[src/rtl/arith_pkg.sv]
// Shared definitions for the iterative arithmetic units.
//
// The FSM state encoding lives here so that every multi-cycle arithmetic
// block (multipliers, dividers, ...) uses the same values. Anything that
// decodes or monitors these units can then interpret state the same way
// for all of them.
//
// Contents:
//   arith_state_t  - IDLE=2'd0 (accepting operands), CALC=2'd1 (iterating),
//                    DONE=2'd2 (result held until consumed)
package arith_pkg;

  typedef enum logic [1:0] {
    IDLE = 2'd0,
    CALC = 2'd1,
    DONE = 2'd2
  } arith_state_t;

endpackage : arith_pkg

[src/rtl/ripple_carry_adder.sv]
// Purely combinational ripple-carry adder of parameterisable width.
//
// Parameters:
//   nbit  - operand width in bits
// Ports:
//   a, b   input  [nbit-1:0]  addends
//   c_in   input  1           carry into bit 0
//   sum    output [nbit-1:0]  a + b + c_in, truncated to nbit bits
//   c_out  output 1           carry out of the top bit
module ripple_carry_adder #(
  parameter int nbit = 8
) (
  input  logic [nbit-1:0] a,
  input  logic [nbit-1:0] b,
  input  logic            c_in,
  output logic [nbit-1:0] sum,
  output logic            c_out
);

  // carry[i] is the carry into bit i; carry[nbit] is the final carry out.
  logic [nbit:0] carry;

  assign carry[0] = c_in;

  for (genvar i = 0; i < nbit; i++) begin : g_bit
    assign sum[i]       = a[i] ^ b[i] ^ carry[i];
    assign carry[i + 1] = (a[i] & b[i]) | (carry[i] & (a[i] ^ b[i]));
  end

  assign c_out = carry[nbit];

endmodule : ripple_carry_adder

[src/rtl/seq_multiplier.sv]
// Sequential shift-and-add unsigned multiplier with valid/ready handshakes.
//
// A single operand pair is taken in IDLE. CALC then runs one iteration per
// clock for NBIT clocks, adding the multiplicand into the high half when the
// current multiplier LSB is set and shifting the {H,Q} accumulator right by
// one. The 2*NBIT-bit result is held in DONE until the consumer takes it.
// After that the block returns to IDLE, so the minimum spacing between two
// accepted operand pairs is NBIT+2 cycles.
//
// Parameters:
//   NBIT       - operand width, 2..32
// Ports:
//   clk        input            rising-edge clock
//   rst        input            synchronous active-high reset
//   in_valid   input            a/b hold a valid operand pair
//   in_ready   output           block accepts operands (IDLE only)
//   a          input  [NBIT]    multiplicand, unsigned
//   b          input  [NBIT]    multiplier, unsigned
//   out_valid  output           product is valid (DONE only)
//   out_ready  input            consumer takes the product
//   product    output [2*NBIT]  a*b. After the handshake it keeps the last
//                               value until the next accept.
//   busy       output           high in CALC or DONE
module seq_multiplier
  import arith_pkg::*;
#(
  parameter int NBIT = 8
) (
  input  logic              clk,
  input  logic              rst,
  input  logic              in_valid,
  output logic              in_ready,
  input  logic [NBIT-1:0]   a,
  input  logic [NBIT-1:0]   b,
  output logic              out_valid,
  input  logic              out_ready,
  output logic [2*NBIT-1:0] product,
  output logic              busy
);

  // The counter must reach NBIT without wrapping.
  localparam int CNT_W = $clog2(NBIT + 1);

  arith_state_t state, state_next;

  logic [NBIT-1:0]  m_reg;   // latched multiplicand
  logic [NBIT-1:0]  h_reg;   // high half of the accumulator
  logic [NBIT-1:0]  q_reg;   // low half; starts out as the multiplier
  logic [CNT_W-1:0] cnt;     // CALC iterations completed

  logic [NBIT-1:0] addend;
  logic [NBIT-1:0] sum;
  logic            carry;
  logic            last_iter;
  logic            accept;

  // Partial-sum adder: H + (Q[0] ? M : 0).
  assign addend = q_reg[0] ? m_reg : '0;

  ripple_carry_adder #(
    .nbit (NBIT)
  ) u_adder (
    .a     (h_reg),
    .b     (addend),
    .c_in  (1'b0),
    .sum   (sum),
    .c_out (carry)
  );

  // The NBIT-th CALC edge is the one that sees the counter at NBIT-1.
  assign last_iter = (cnt == CNT_W'(NBIT - 1));
  assign accept    = (state == IDLE) && in_valid;

  // NOTE: state and datapath registers use non-blocking assignments, so
  // every register samples values from before the edge. That matters for
  // the {H,Q} shift, which reads q_reg while it also overwrites it.
  always_ff @(posedge clk) begin
    if (rst) state <= IDLE;
    else     state <= state_next;
  end

  // NOTE: every output of this block gets a default before the case. If a
  // branch did not assign one of them, the tool would infer a latch.
  always_comb begin
    state_next = state;
    in_ready   = 1'b0;
    out_valid  = 1'b0;
    busy       = 1'b1;
    unique case (state)
      IDLE: begin
        in_ready = 1'b1;
        busy     = 1'b0;
        if (in_valid) state_next = CALC;
      end
      CALC: begin
        if (last_iter) state_next = DONE;
      end
      DONE: begin
        out_valid = 1'b1;
        if (out_ready) state_next = IDLE;
      end
      default: state_next = IDLE;
    endcase
  end

  // NOTE: the datapath registers are cleared on reset as well as the state.
  // The product port shows {H,Q} directly, and it must read zero right after
  // a reset. The reset is synchronous and takes priority over the accept
  // logic, so a pair offered during reset is never latched.
  always_ff @(posedge clk) begin
    if (rst) begin
      m_reg <= '0;
      h_reg <= '0;
      q_reg <= '0;
      cnt   <= '0;
    end else if (accept) begin
      m_reg <= a;
      q_reg <= b;
      h_reg <= '0;
      cnt   <= '0;
    end else if (state == CALC) begin
      // The adder carry becomes the new MSB, so no result bit is lost.
      {h_reg, q_reg} <= {carry, sum, q_reg[NBIT-1:1]};
      cnt            <= cnt + CNT_W'(1);
    end
  end

  assign product = {h_reg, q_reg};

endmodule : seq_multiplier

[config.mk]
export PLATFORM = sky130hd
export DESIGN_NAME = seq_multiplier
export DESIGN_NICKNAME = d
export VERILOG_FILES = /design/src/rtl/arith_pkg.sv /design/src/rtl/ripple_carry_adder.sv /design/src/rtl/seq_multiplier.sv
export SDC_FILE = /design/constraint.sdc
export NUM_CORES = 1
export LEC_CHECK = 0
export BUFFER_PORTS_ARGS = -buffer_cell sky130_fd_sc_hd__clkbuf_2
export CORE_ASPECT_RATIO = 0.7
export CORE_MARGIN = 2
export CORE_UTILIZATION = 46
export DETAILED_ROUTE_END_ITERATION = 8
export GPL_ROUTABILITY_DRIVEN = 1
export PLACE_DENSITY = 0.75
export SLEW_MARGIN = 40
export SYNTH_ARGS = -nofsm -noshare
export SYNTH_HDL_FRONTEND = slang
export SYNTH_SLANG_ARGS = --single-unit
[constraint.sdc]
create_clock -name clk -period 3.6 [get_ports clk]
set_input_delay 0.18 -clock clk [delete_from_list [all_inputs] [get_ports clk]]
set_output_delay 0.18 -clock clk [all_outputs]
set_load 0.05 [all_outputs]
======== After elaboration in Yosys (flattened, before gate mapping) ========
Cells that the tools add are included.
word-level totals
  flip-flop bits (word level) ............. 30
  input port bits ......................... 20
  output and inout port bits .............. 19
  logic and storage cells ................. 64
cells by class
  add/sub/neg operators ................... 1
  eq/ne operators ......................... 6
  mux-type cells .......................... 10
  bitwise gates (word level) .............. 37
  reductions and logical operators ........ 5
operator list
  cell                   number
  $mux W8                3
  $and A1 B1 Y1          15
  $xor A1 B1 Y1          15
  $or A1 B1 Y1           7
  $mux W2                3
  $ne A2 B2 Y1 const B   3
  $pmux W2 S3            1
  $add A4 B1 Y4 const B  1
  $eq A4 B3 Y1 const B   1
  $mux W1                3
  $reduce_and A3 Y1      1
  $eq A2 B1 Y1 const B   1
  $eq A2 B2 Y1 const B   1
  $logic_not A2 Y1       1
  $reduce_bool A2 Y1     1
  $reduce_or A2 Y1       1
  $logic_and A1 B1 Y1    1

======== Depth between registers and ports, before layout ========
Gate-level depths: netlist of run 1.
  depth in word-level cells ............... 16
  mapped depth ............................ 13
  mapped depth without buffers ............ 13

======== Modules after synthesis ========
From an unflattened synthesis of run 1, not the netlist that was laid out.
second synthesis, totals
  cell total of the unflattened synthesis .. 174
  area total of the unflattened synthesis .. 1560.2 sq um
by module, submodules not included
  module              instances  cells an instance  area each (sq um)  sequential area each (sq um)
  seq_multiplier      1          156                1362.6             600.6
  ripple_carry_adder  1          18                 197.7              0.0

======== Worst setup path after synthesis of run 1 ========
Ideal clock, no wire load.
  kind .................................... register -> register
  start point ............................. register q_reg[0]
  end point ............................... register h_reg[6]
  setup time .............................. 0.086 ns
  data arrival time ....................... 3.647 ns
  data required time ...................... 3.514 ns
  setup slack ............................. -0.132 ns
  stages on the path, launching flop included .. 14
  path buffers ............................ 0
  clock period less this slack ............ 3.732 ns
  cells stage by stage .................... dfxtp_1 > and2_1 > ha_1 > inv_1 > fa_1 > inv_1 > fa_1 > fa_1 > fa_1 > fa_1 > fa_1 > inv_1 > fa_1 > a211oi_1
on the way
  cells in the longest elaborated chain, start to end .. 15
  elaborated cells between the ends (all ways) .. 28
  those cells by class .................... 1 x mux; 27 x bitwise
RTL lines
  item                                                   line                      source
  start, declared                                        seq_multiplier.sv:48      logic [NBIT-1:0] q_reg;
  start signal, assigned                                 seq_multiplier.sv:123     {h_reg, q_reg} <= {carry, sum, q_reg[NBIT-1:1]};
  $mux W8 *                                              seq_multiplier.sv:58      assign addend = q_reg[0] ? m_reg : '0;
  $and A1 B1 Y1 / $xor A1 B1 Y1 (equally long branches)  ripple_carry_adder.sv:27  assign carry[i + 1] = (a[i] & b[i]) | (carry[i] & (a[i] ^ b[i]));
  $and A1 B1 Y1                                          ripple_carry_adder.sv:27
  $or A1 B1 Y1                                           ripple_carry_adder.sv:27
  $and A1 B1 Y1                                          ripple_carry_adder.sv:27
  $or A1 B1 Y1                                           ripple_carry_adder.sv:27
  $and A1 B1 Y1                                          ripple_carry_adder.sv:27
  $or A1 B1 Y1                                           ripple_carry_adder.sv:27
  $and A1 B1 Y1                                          ripple_carry_adder.sv:27
  $or A1 B1 Y1                                           ripple_carry_adder.sv:27
  $and A1 B1 Y1                                          ripple_carry_adder.sv:27
  $or A1 B1 Y1                                           ripple_carry_adder.sv:27
  $and A1 B1 Y1                                          ripple_carry_adder.sv:27
  $or A1 B1 Y1                                           ripple_carry_adder.sv:27
  $xor A1 B1 Y1 *                                        ripple_carry_adder.sv:26  assign sum[i] = a[i] ^ b[i] ^ carry[i];
  end signal, assigned                                   seq_multiplier.sv:123
  end, declared                                          seq_multiplier.sv:47      logic [NBIT-1:0] h_reg;
Mark *: on every way between the ends. The rest lies on a longest branch, timed or not.
A chain may end at the register's enable or synchronous reset.

======== Worst setup path in the final report of run 1 ========
  start point ............................. register m_reg[0]
  end point ............................... register h_reg[6]
on the way
  cells in the longest elaborated chain, start to end .. 15
RTL lines
  item                         line                      source
  start, declared              seq_multiplier.sv:46      logic [NBIT-1:0] m_reg;
  start signal, assigned       seq_multiplier.sv:112     m_reg <= '0;
  start signal, assigned       seq_multiplier.sv:117     m_reg <= a;
  $mux W8                      seq_multiplier.sv:58
  $and A1 B1 Y1 (2 in series)  ripple_carry_adder.sv:27
  $or A1 B1 Y1                 ripple_carry_adder.sv:27
  $and A1 B1 Y1                ripple_carry_adder.sv:27
  $or A1 B1 Y1                 ripple_carry_adder.sv:27
  $and A1 B1 Y1                ripple_carry_adder.sv:27
  $or A1 B1 Y1                 ripple_carry_adder.sv:27
  $and A1 B1 Y1                ripple_carry_adder.sv:27
  $or A1 B1 Y1                 ripple_carry_adder.sv:27
  $and A1 B1 Y1                ripple_carry_adder.sv:27
  $or A1 B1 Y1                 ripple_carry_adder.sv:27
  $and A1 B1 Y1                ripple_carry_adder.sv:27
  $or A1 B1 Y1                 ripple_carry_adder.sv:27
  $xor A1 B1 Y1                ripple_carry_adder.sv:26
Every way passes these cells.

==> results of run 1 <==
timing repair:
action,in CTS,in global routing
gates cloned,0,0
gates resized for setup,1,3
pin swaps,0,0
setup endpoints to repair,1,1
stage by stage:
| stage | hold slack, ns | setup TNS [ns] |
|---|---|---|
| after floorplan | 0.327 | 0 |
| after global placement | 0.416 | 0 |
| after detailed placement | 0.427 | -0.0162 |
| after CTS | 0.133 | 0 |
| after global routing | 0.149 | 0 |
| final | 0.133 | 0 |
per-layer routing:
layer	part of all wire [%]	up-vias	wire length (um)	track usage [%]
li1	-	576	-	-
met4	0.30	0	9	8.01
met5	0	-	0	0
met2	48	22	1440	31.6
met1	47	562	1410	21.8
met3	4.2	4	125	5.52
cell usage in the layout (no fill, tap or decap), drive strengths merged, types with 2 or more instances in the layout:
cell and instances:
inv 7, dfxtp 30, a211oi 11, ha 2, nand3b 2, nand2b 2, nor2 22, a21oi 8
clkinv 3, nor2b 2, mux2i 8, fa 7, and2 6, nand2 15, clkbuf 45, o22ai 8
worst paths after layout:
| kind | start | to | slack, ns |
|---|---|---|---|
| min reg2reg | cnt[1] | cnt[1] | 0.48 |
| max reg2reg | m_reg[0] | h_reg[6] | 0.18 |
| min | a[1] | m_reg[1] | 0.13 |
| max | m_reg[0] | h_reg[6] | 0.18 |
where the power goes:
| group | switching (uW) | internal [uW] | total [uW] |
|---|---|---|---|
| Clock | 121 | 154 | 275 |
| Sequential | 15.6 | 352 | 368 |
| Combinational | 100 | 46.3 | 146 |
| Total | 237 | 552 | 789 |
cells by family (layout without fill, tap and decap cells):
group | after synthesis | after routing | synth area share [%]
adder cells (fa/ha/maj) | 9 | 9 | 11.8
AO/OA/AOI/OAI | 30 | 30 | 14.4
XOR/XNOR | 2 | 2 | 1.25
flip-flops | 30 | 30 | 43.0
AND/OR/NAND/NOR | 54 | 54 | 18.0
multiplexers | 8 | 8 | 5.73
buffers and inverters | 17 | 56 | 5.82
final cells by class:
cell class / count / area (um2)
clock inverters: 1 / 5.00
repair buffers: 39 / 198
fillers: 253 / 1130
clock buffers: 7 / 86.3
inverters: 9 / 33.8
multi-input cells: 103 / 739
flip-flops and latches: 30 / 602
well taps: 36 / 45.0
critical path: stages, from the launching register on:
cell                       delay (ns)
sky130_fd_sc_hd__dfxtp_1         0.31
sky130_fd_sc_hd__and2_1          0.15
sky130_fd_sc_hd__ha_1            0.18
sky130_fd_sc_hd__inv_1           0.06
sky130_fd_sc_hd__fa_1            0.15
sky130_fd_sc_hd__inv_1           0.05
sky130_fd_sc_hd__fa_1            0.39
sky130_fd_sc_hd__fa_2            0.35
sky130_fd_sc_hd__fa_2            0.34
sky130_fd_sc_hd__fa_2            0.34
sky130_fd_sc_hd__fa_1            0.36
sky130_fd_sc_hd__inv_1           0.08
sky130_fd_sc_hd__fa_1            0.42
sky130_fd_sc_hd__a211oi_2        0.17
==> out/results.txt, run 1 <==
number of instances on the worst hold path -> 3
proportion of netlist area held by the largest area contributor -> 43.0%
post-DR wirelength/cell -> 13.3 um
total chip power -> 789 uW
leading register cell type out of synthesis -> sky130_fd_sc_hd__dfxtp_1
post-route non-filler standard cell count -> 225
arrival time of data at the critical path endpoint -> 3.63 ns
Hold-fix buffers, CTS -> 0
Final Critical Period -> 3.42 ns
TritonCTS sink count -> 30
number of antenna repair diodes -> 0
Slew @ Worst Pin -> 0.678 ns
post-synthesis cell type count -> 29
total number of vias -> 1,164
count leader, synth -> sky130_fd_sc_hd__dfxtp_1
ratio of final minimum period to clock period -> 95.1%
worst-case reg-to-reg path depth -> 13
number of placement rows -> 16
GRT overflow -> 0
TritonCTS clock tree -> built
die area -> 0.00350 mm2
gate count after technology mapping -> 150
Synthesized Nets -> 179
average cell area after synthesis -> 9.32 um2
worst path setup slack after routing -> 0.176 ns
outcome -> completed
Critical Path RT -> 3.81 ns
highest ir drop seen on vdd -> 0.262 mV
wire length of the first global-routing pass -> 4970 um
leading post-synthesis cells by cell area -> sky130_fd_sc_hd__dfxtp_1 (43%), sky130_fd_sc_hd__fa_1 (10%), sky130_fd_sc_hd__nor2_1 (5.9%)
# DRC -> 0
routed vias/inst -> 5.17
H-tree depth -> 2
cell taking the most area after synthesis -> sky130_fd_sc_hd__dfxtp_1
list of most frequent post-synthesis cells -> sky130_fd_sc_hd__dfxtp_1 (30), sky130_fd_sc_hd__nor2_1 (22), sky130_fd_sc_hd__nand2_1 (15), sky130_fd_sc_hd__a211oi_1 (10)
Post-Place Worst Slack -> -0.0162 ns
port buffer count -> 38
LEAKAGE -> 0.000742 uW
Routed WL -> 2990 um
Tightest Hold Check Type -> input pin to register
initial detailed-routing violation count -> 44
initial antenna violation count -> 0
count of placed standard cells including taps -> 217
number of buffers created by CTS -> 5
vias in the first global route -> 1,151
final instance area -> 0.00171 mm2
Horiz. Die Dim -> 69.9 um
kind of capture point of the worst setup path -> register
maximum number of pins on one net before global-route repair -> 20
register bit total from synthesis -> 30
Final Hold Viols -> 0
number of synthesized flops with an enable pin -> 0
power density over the cells -> 461 mW/mm2
setup repair after global routing missed its margin -> no
router iterations before antenna repair -> 4
Fmax achieved -> 292 MHz
instance area after placement -> 0.00161 mm2
vertical die dimension -> 50.1 um
number of nets in the final layout -> 217
netlist area before placement -> 0.00140 mm2
Initial Utilization -> 49.2%
share of final-layout standard cells stronger than drive strength 1 -> 29.1%
Worst Setup Path Type -> register to register
count of endpoints failing setup in the final report -> 0
proportion of synthesized chip area in sequential cells -> 43.0%
Yosys warning count -> 0
post-CTS setup repair buffer count -> 0
final setup skew -> 0.00263 ns
Clock transition at path regs -> 0.06 ns
cell chosen for the clock root -> sky130_fd_sc_hd__clkbuf_8
share of synthesized registers carrying an async set or reset -> 0%
number of pins with negative max-slew slack in the final report -> 0
global-route total usage across every layer -> 18.5%
detailed placement HPWL -> 2190 um
largest buffer count on any clock path -> 2
worst-path maximum fanout -> 2
tightest slew margin relative to the limit -> 54.7%
utilization of the core after routing -> 60.1%
clock latency at the later pin of the worst-skew pair -> 0.28 ns
startpoint types -> register
Final Wtd Congestion -> 0.744
number of max-cap violations -> 0
synthesis-to-finish area growth -> 22.3%
area of the core -> 0.00284 mm2
antenna-violating nets left -> 0
count of boundary I/O pins -> 39
No activity file was read; power rests on OpenSTA's default activity.
==> run 2, diff against run 1 <==
--- a/config.mk
+++ b/config.mk
@@ -5,13 +5,13 @@
 export SDC_FILE = /design/constraint.sdc
 export NUM_CORES = 1
 export LEC_CHECK = 0
-export BUFFER_PORTS_ARGS = -buffer_cell sky130_fd_sc_hd__clkbuf_2
-export CORE_ASPECT_RATIO = 0.7
+export CORE_ASPECT_RATIO = 1.1
 export CORE_MARGIN = 2
-export CORE_UTILIZATION = 46
+export CORE_UTILIZATION = 55
 export DETAILED_ROUTE_END_ITERATION = 8
+export DONT_BUFFER_PORTS = 1
 export GPL_ROUTABILITY_DRIVEN = 1
-export PLACE_DENSITY = 0.75
+export PLACE_DENSITY = 0.73
 export SLEW_MARGIN = 40
 export SYNTH_ARGS = -nofsm -noshare
 export SYNTH_HDL_FRONTEND = slang
==> constraint.sdc (replaced) <==
create_clock -name clk -period 3.6 [get_ports clk]
set_input_delay 0.18 -clock clk [delete_from_list [all_inputs] [get_ports clk]]
set_output_delay 0.18 -clock clk [all_outputs]
set_load 0.02 [all_outputs]
==> run 2 against run 1 <==
Utilization rose by 3.0 points. Non-clock buffer count fell by 31. Sequential cell count did not move. Sequential share of layout area rose by 3.6 points. Critical path depth did not move.
==> out/results.txt, run 2 (same netlist as run 1, synthesis figures left out) <==
number of max-cap violations -> 0 (unchanged)
most common cell after layout, fill and taps aside -> sky130_fd_sc_hd__dfxtp_1 (was sky130_fd_sc_hd__clkbuf_2)
antenna-violating nets left -> 0 (unchanged)
TritonCTS clock tree -> built (unchanged)
router iterations before antenna repair -> 4 (unchanged)
post-CTS setup repair buffer count -> 0 (unchanged)
number of placement rows -> 19 (was 16)
ratio of final minimum period to clock period -> 96.4% (was 95.1%)
cell chosen for the clock root -> sky130_fd_sc_hd__clkbuf_4 (was sky130_fd_sc_hd__clkbuf_8)
Final Hold Viols -> 0 (unchanged)
combinational cell fraction of total power -> 12.5% (was 18.5%)
area of the core -> 0.00245 mm2 (was 0.00284 mm2)
most frequent cells in the layout -> sky130_fd_sc_hd__dfxtp_1 (30), sky130_fd_sc_hd__nor2_1 (22), sky130_fd_sc_hd__nand2_1 (15) (was sky130_fd_sc_hd__clkbuf_2 (38), sky130_fd_sc_hd__dfxtp_1 (29), sky130_fd_sc_hd__nor2_1 (22))
Clock transition at path regs -> 0.10 ns (was 0.06 ns)
Final Critical Period -> 3.47 ns (was 3.42 ns)
clock latency at the later pin of the worst-skew pair -> 0.32 ns (was 0.28 ns)
layer carrying the most global-route usage -> met2 (unchanged)
global-route total usage across every layer -> 20.4% (was 18.5%)
synthesis-to-finish area growth -> 10.7% (was 22.3%)
TritonCTS sink count -> 30 (unchanged)
count of boundary I/O pins -> 39 (unchanged)
Tightest Hold Check Type -> input pin to register (unchanged)
setup repair after global routing missed its margin -> no (unchanged)
Final Wtd Congestion -> 0.770 (was 0.744)
Initial Utilization -> 57.1% (was 49.2%)
clock network power share -> 31.4% (was 34.8%)
number of antenna repair diodes -> 0 (unchanged)
register share of total power -> 56.2% (was 46.6%)
initial antenna violation count -> 0 (unchanged)
die area -> 0.00296 mm2 (was 0.00350 mm2)
final setup skew -> 0.00696 ns (was 0.00263 ns)
port buffer count -> 0 (was 38)
routed vias/inst -> 5.54 (was 5.17)
register area -> 601 um2 (was 602 um2)
outcome -> completed (unchanged)
Psw -> 195 uW (was 237 uW)
cell type of the slowest stage on the worst timing path -> sky130_fd_sc_hd__fa_1 (unchanged)
total number of vias -> 1,048 (was 1,164)
final sum of negative setup slack -> 0 ns (unchanged)
cell internal power dissipation -> 481 uW (was 552 uW)
largest buffer count on any clock path -> 2 (unchanged)
count of endpoints failing setup in the final report -> 0 (unchanged)
power density over the cells -> 437 mW/mm2 (was 461 mW/mm2)
share of final-layout standard cells stronger than drive strength 1 -> 10.8% (was 29.1%)
list of cells traversed by the critical path -> and2_1 -> ha_1 -> inv_1 -> fa_1 -> inv_1 -> fa_1 -> fa_2 -> fa_2 -> fa_2 -> fa_1 -> inv_1 -> fa_1 -> a211oi_1 (was and2_1 -> ha_1 -> inv_1 -> fa_1 -> inv_1 -> fa_1 -> fa_2 -> fa_2 -> fa_2 -> fa_1 -> inv_1 -> fa_1 -> a211oi_2)
detailed placement HPWL -> 1970 um (was 2190 um)
initial detailed-routing violation count -> 5 (was 44)
post-DR wirelength/cell -> 14.1 um (was 13.3 um)
multi-input gate area in the final layout -> 734 um2 (was 739 um2)
Fmax achieved -> 288 MHz (was 292 MHz)
vias in the first global route -> 1,019 (was 1,151)
kind of capture point of the worst setup path -> register (unchanged)
Worst Setup Path Type -> register to register (unchanged)
Routed WL -> 2670 um (was 2990 um)
number of pins with negative max-slew slack in the final report -> 0 (unchanged)
Slew @ Worst Pin -> 0.620 ns (was 0.678 ns)
met2 track demand over resource -> 31.1% (was 31.6%)
LEAKAGE -> 0.000593 uW (was 0.000742 uW)
tightest slew margin relative to the limit -> 58.5% (was 54.7%)
worst-path maximum fanout -> 2 (unchanged)
number of buffers created by CTS -> 5 (unchanged)
Horiz. Die Dim -> 52.1 um (was 69.9 um)
startpoint types -> register (unchanged)
met1 demand-to-capacity share in global routing -> 25.4% (was 21.8%)
total chip power -> 676 uW (was 789 uW)
GRT overflow -> 0 (unchanged)
maximum number of pins on one net before global-route repair -> 19 (was 20)
largest stage delay on the critical path -> 0.40 ns (was 0.42 ns)
number of fillers in the final layout -> 219 (was 253)
H-tree depth -> 2 (unchanged)
wire length of the first global-routing pass -> 4550 um (was 4970 um)
arrival time of data at the critical path endpoint -> 3.72 ns (was 3.63 ns)
highest ir drop seen on vdd -> 0.364 mV (was 0.262 mV)
number of nets in the final layout -> 186 (was 217)
# DRC -> 0 (unchanged)
met3 layer usage reported by global route -> 9.04% (was 5.52%)
vertical die dimension -> 56.9 um (was 50.1 um)
critical path's most frequent cell -> sky130_fd_sc_hd__fa_1 (unchanged)
Sw Share -> 28.8% (was 30.0%)
Critical Path RT -> 3.85 ns (was 3.81 ns)
## run 2: cell count changes in the layout (fill, tap and decap cells not counted), sizes merged
cell         before  now
buf               1    2
clkbuf           45    6
clkinvlp          0    1
dlygate4sd3       0    6
## run 2: power by group through the flow
stage / registers [uW] / clock network (uW) / logic, uW
2_1_floorplan: 386 / 0 / 66.0
3_3_place_gp: 386 / 0 / 73.2
3_5_place_dp: 387 / 0 / 75.9
4_1_cts: 380 / 216 / 82.4
5_1_grt: 383 / 229 / 94.8
6_report: 380 / 212 / 84.3
## run 2: layout make-up
cell class / instances / share of cell area (%)
clock buffers: 6 / 3.32
repair buffers: 8 / 4.85
flip-flops and latches: 30 / 38.8
clock inverters: 2 / 0.809
multi-input cells: 103 / 47.5
inverters: 9 / 2.18
well taps: 31 / 2.51
## run 2: repair_timing
action / in CTS / in global routing
endpoints found under the setup margin: 1 / 1
gates resized for setup: 1 / 2
hold buffers: 4 / 2
hold endpoints to repair: 18 / 2
## run 2: metal layers
layer	part of all wire [%]	vias up
met5	0	-
met4	1.4	0
met3	5.8	6
met2	49	31
met1	44	493
li1	-	518
## run 2: metrics by stage
step | area, um2 | setup WS (ns) | hold WS (ns) | util, % | cells
after floorplan | 1400 | 0.0259 | 0.327 | - | 150
after global placement | 1410 | 0.128 | 0.254 | 57.5 | 175
after detailed placement | 1420 | 0.00186 | 0.257 | 57.8 | 175
after CTS | 1520 | 0.0300 | 0.00169 | 62.1 | 187
after global routing | 1550 | 0.00361 | 0.00665 | 63.2 | 189
final | 1550 | 0.129 | 0.00835 | 63.2 | 189
## run 2: worst paths after layout
kind | slack (ns) | startpoint | end | depth (start not counted)
worst max-delay path | 0.13 | m_reg[0] | h_reg[6] | 13
worst min register to register | 0.49 | cnt[3] | cnt[3] | 2
worst max register to register | 0.13 | m_reg[0] | h_reg[6] | 13
worst min-delay path | 0.008 | a[1] | m_reg[1] | 2
## run 2: critical path, delay by kind of cell, from the launching register on
family	cells	cell delay [ns]
flip-flops	1	0.33
AO/OA/AOI/OAI	1	0.19
AND/OR/NAND/NOR	1	0.15
buffers and inverters	3	0.18
adder cells (fa/ha/maj)	8	2.53
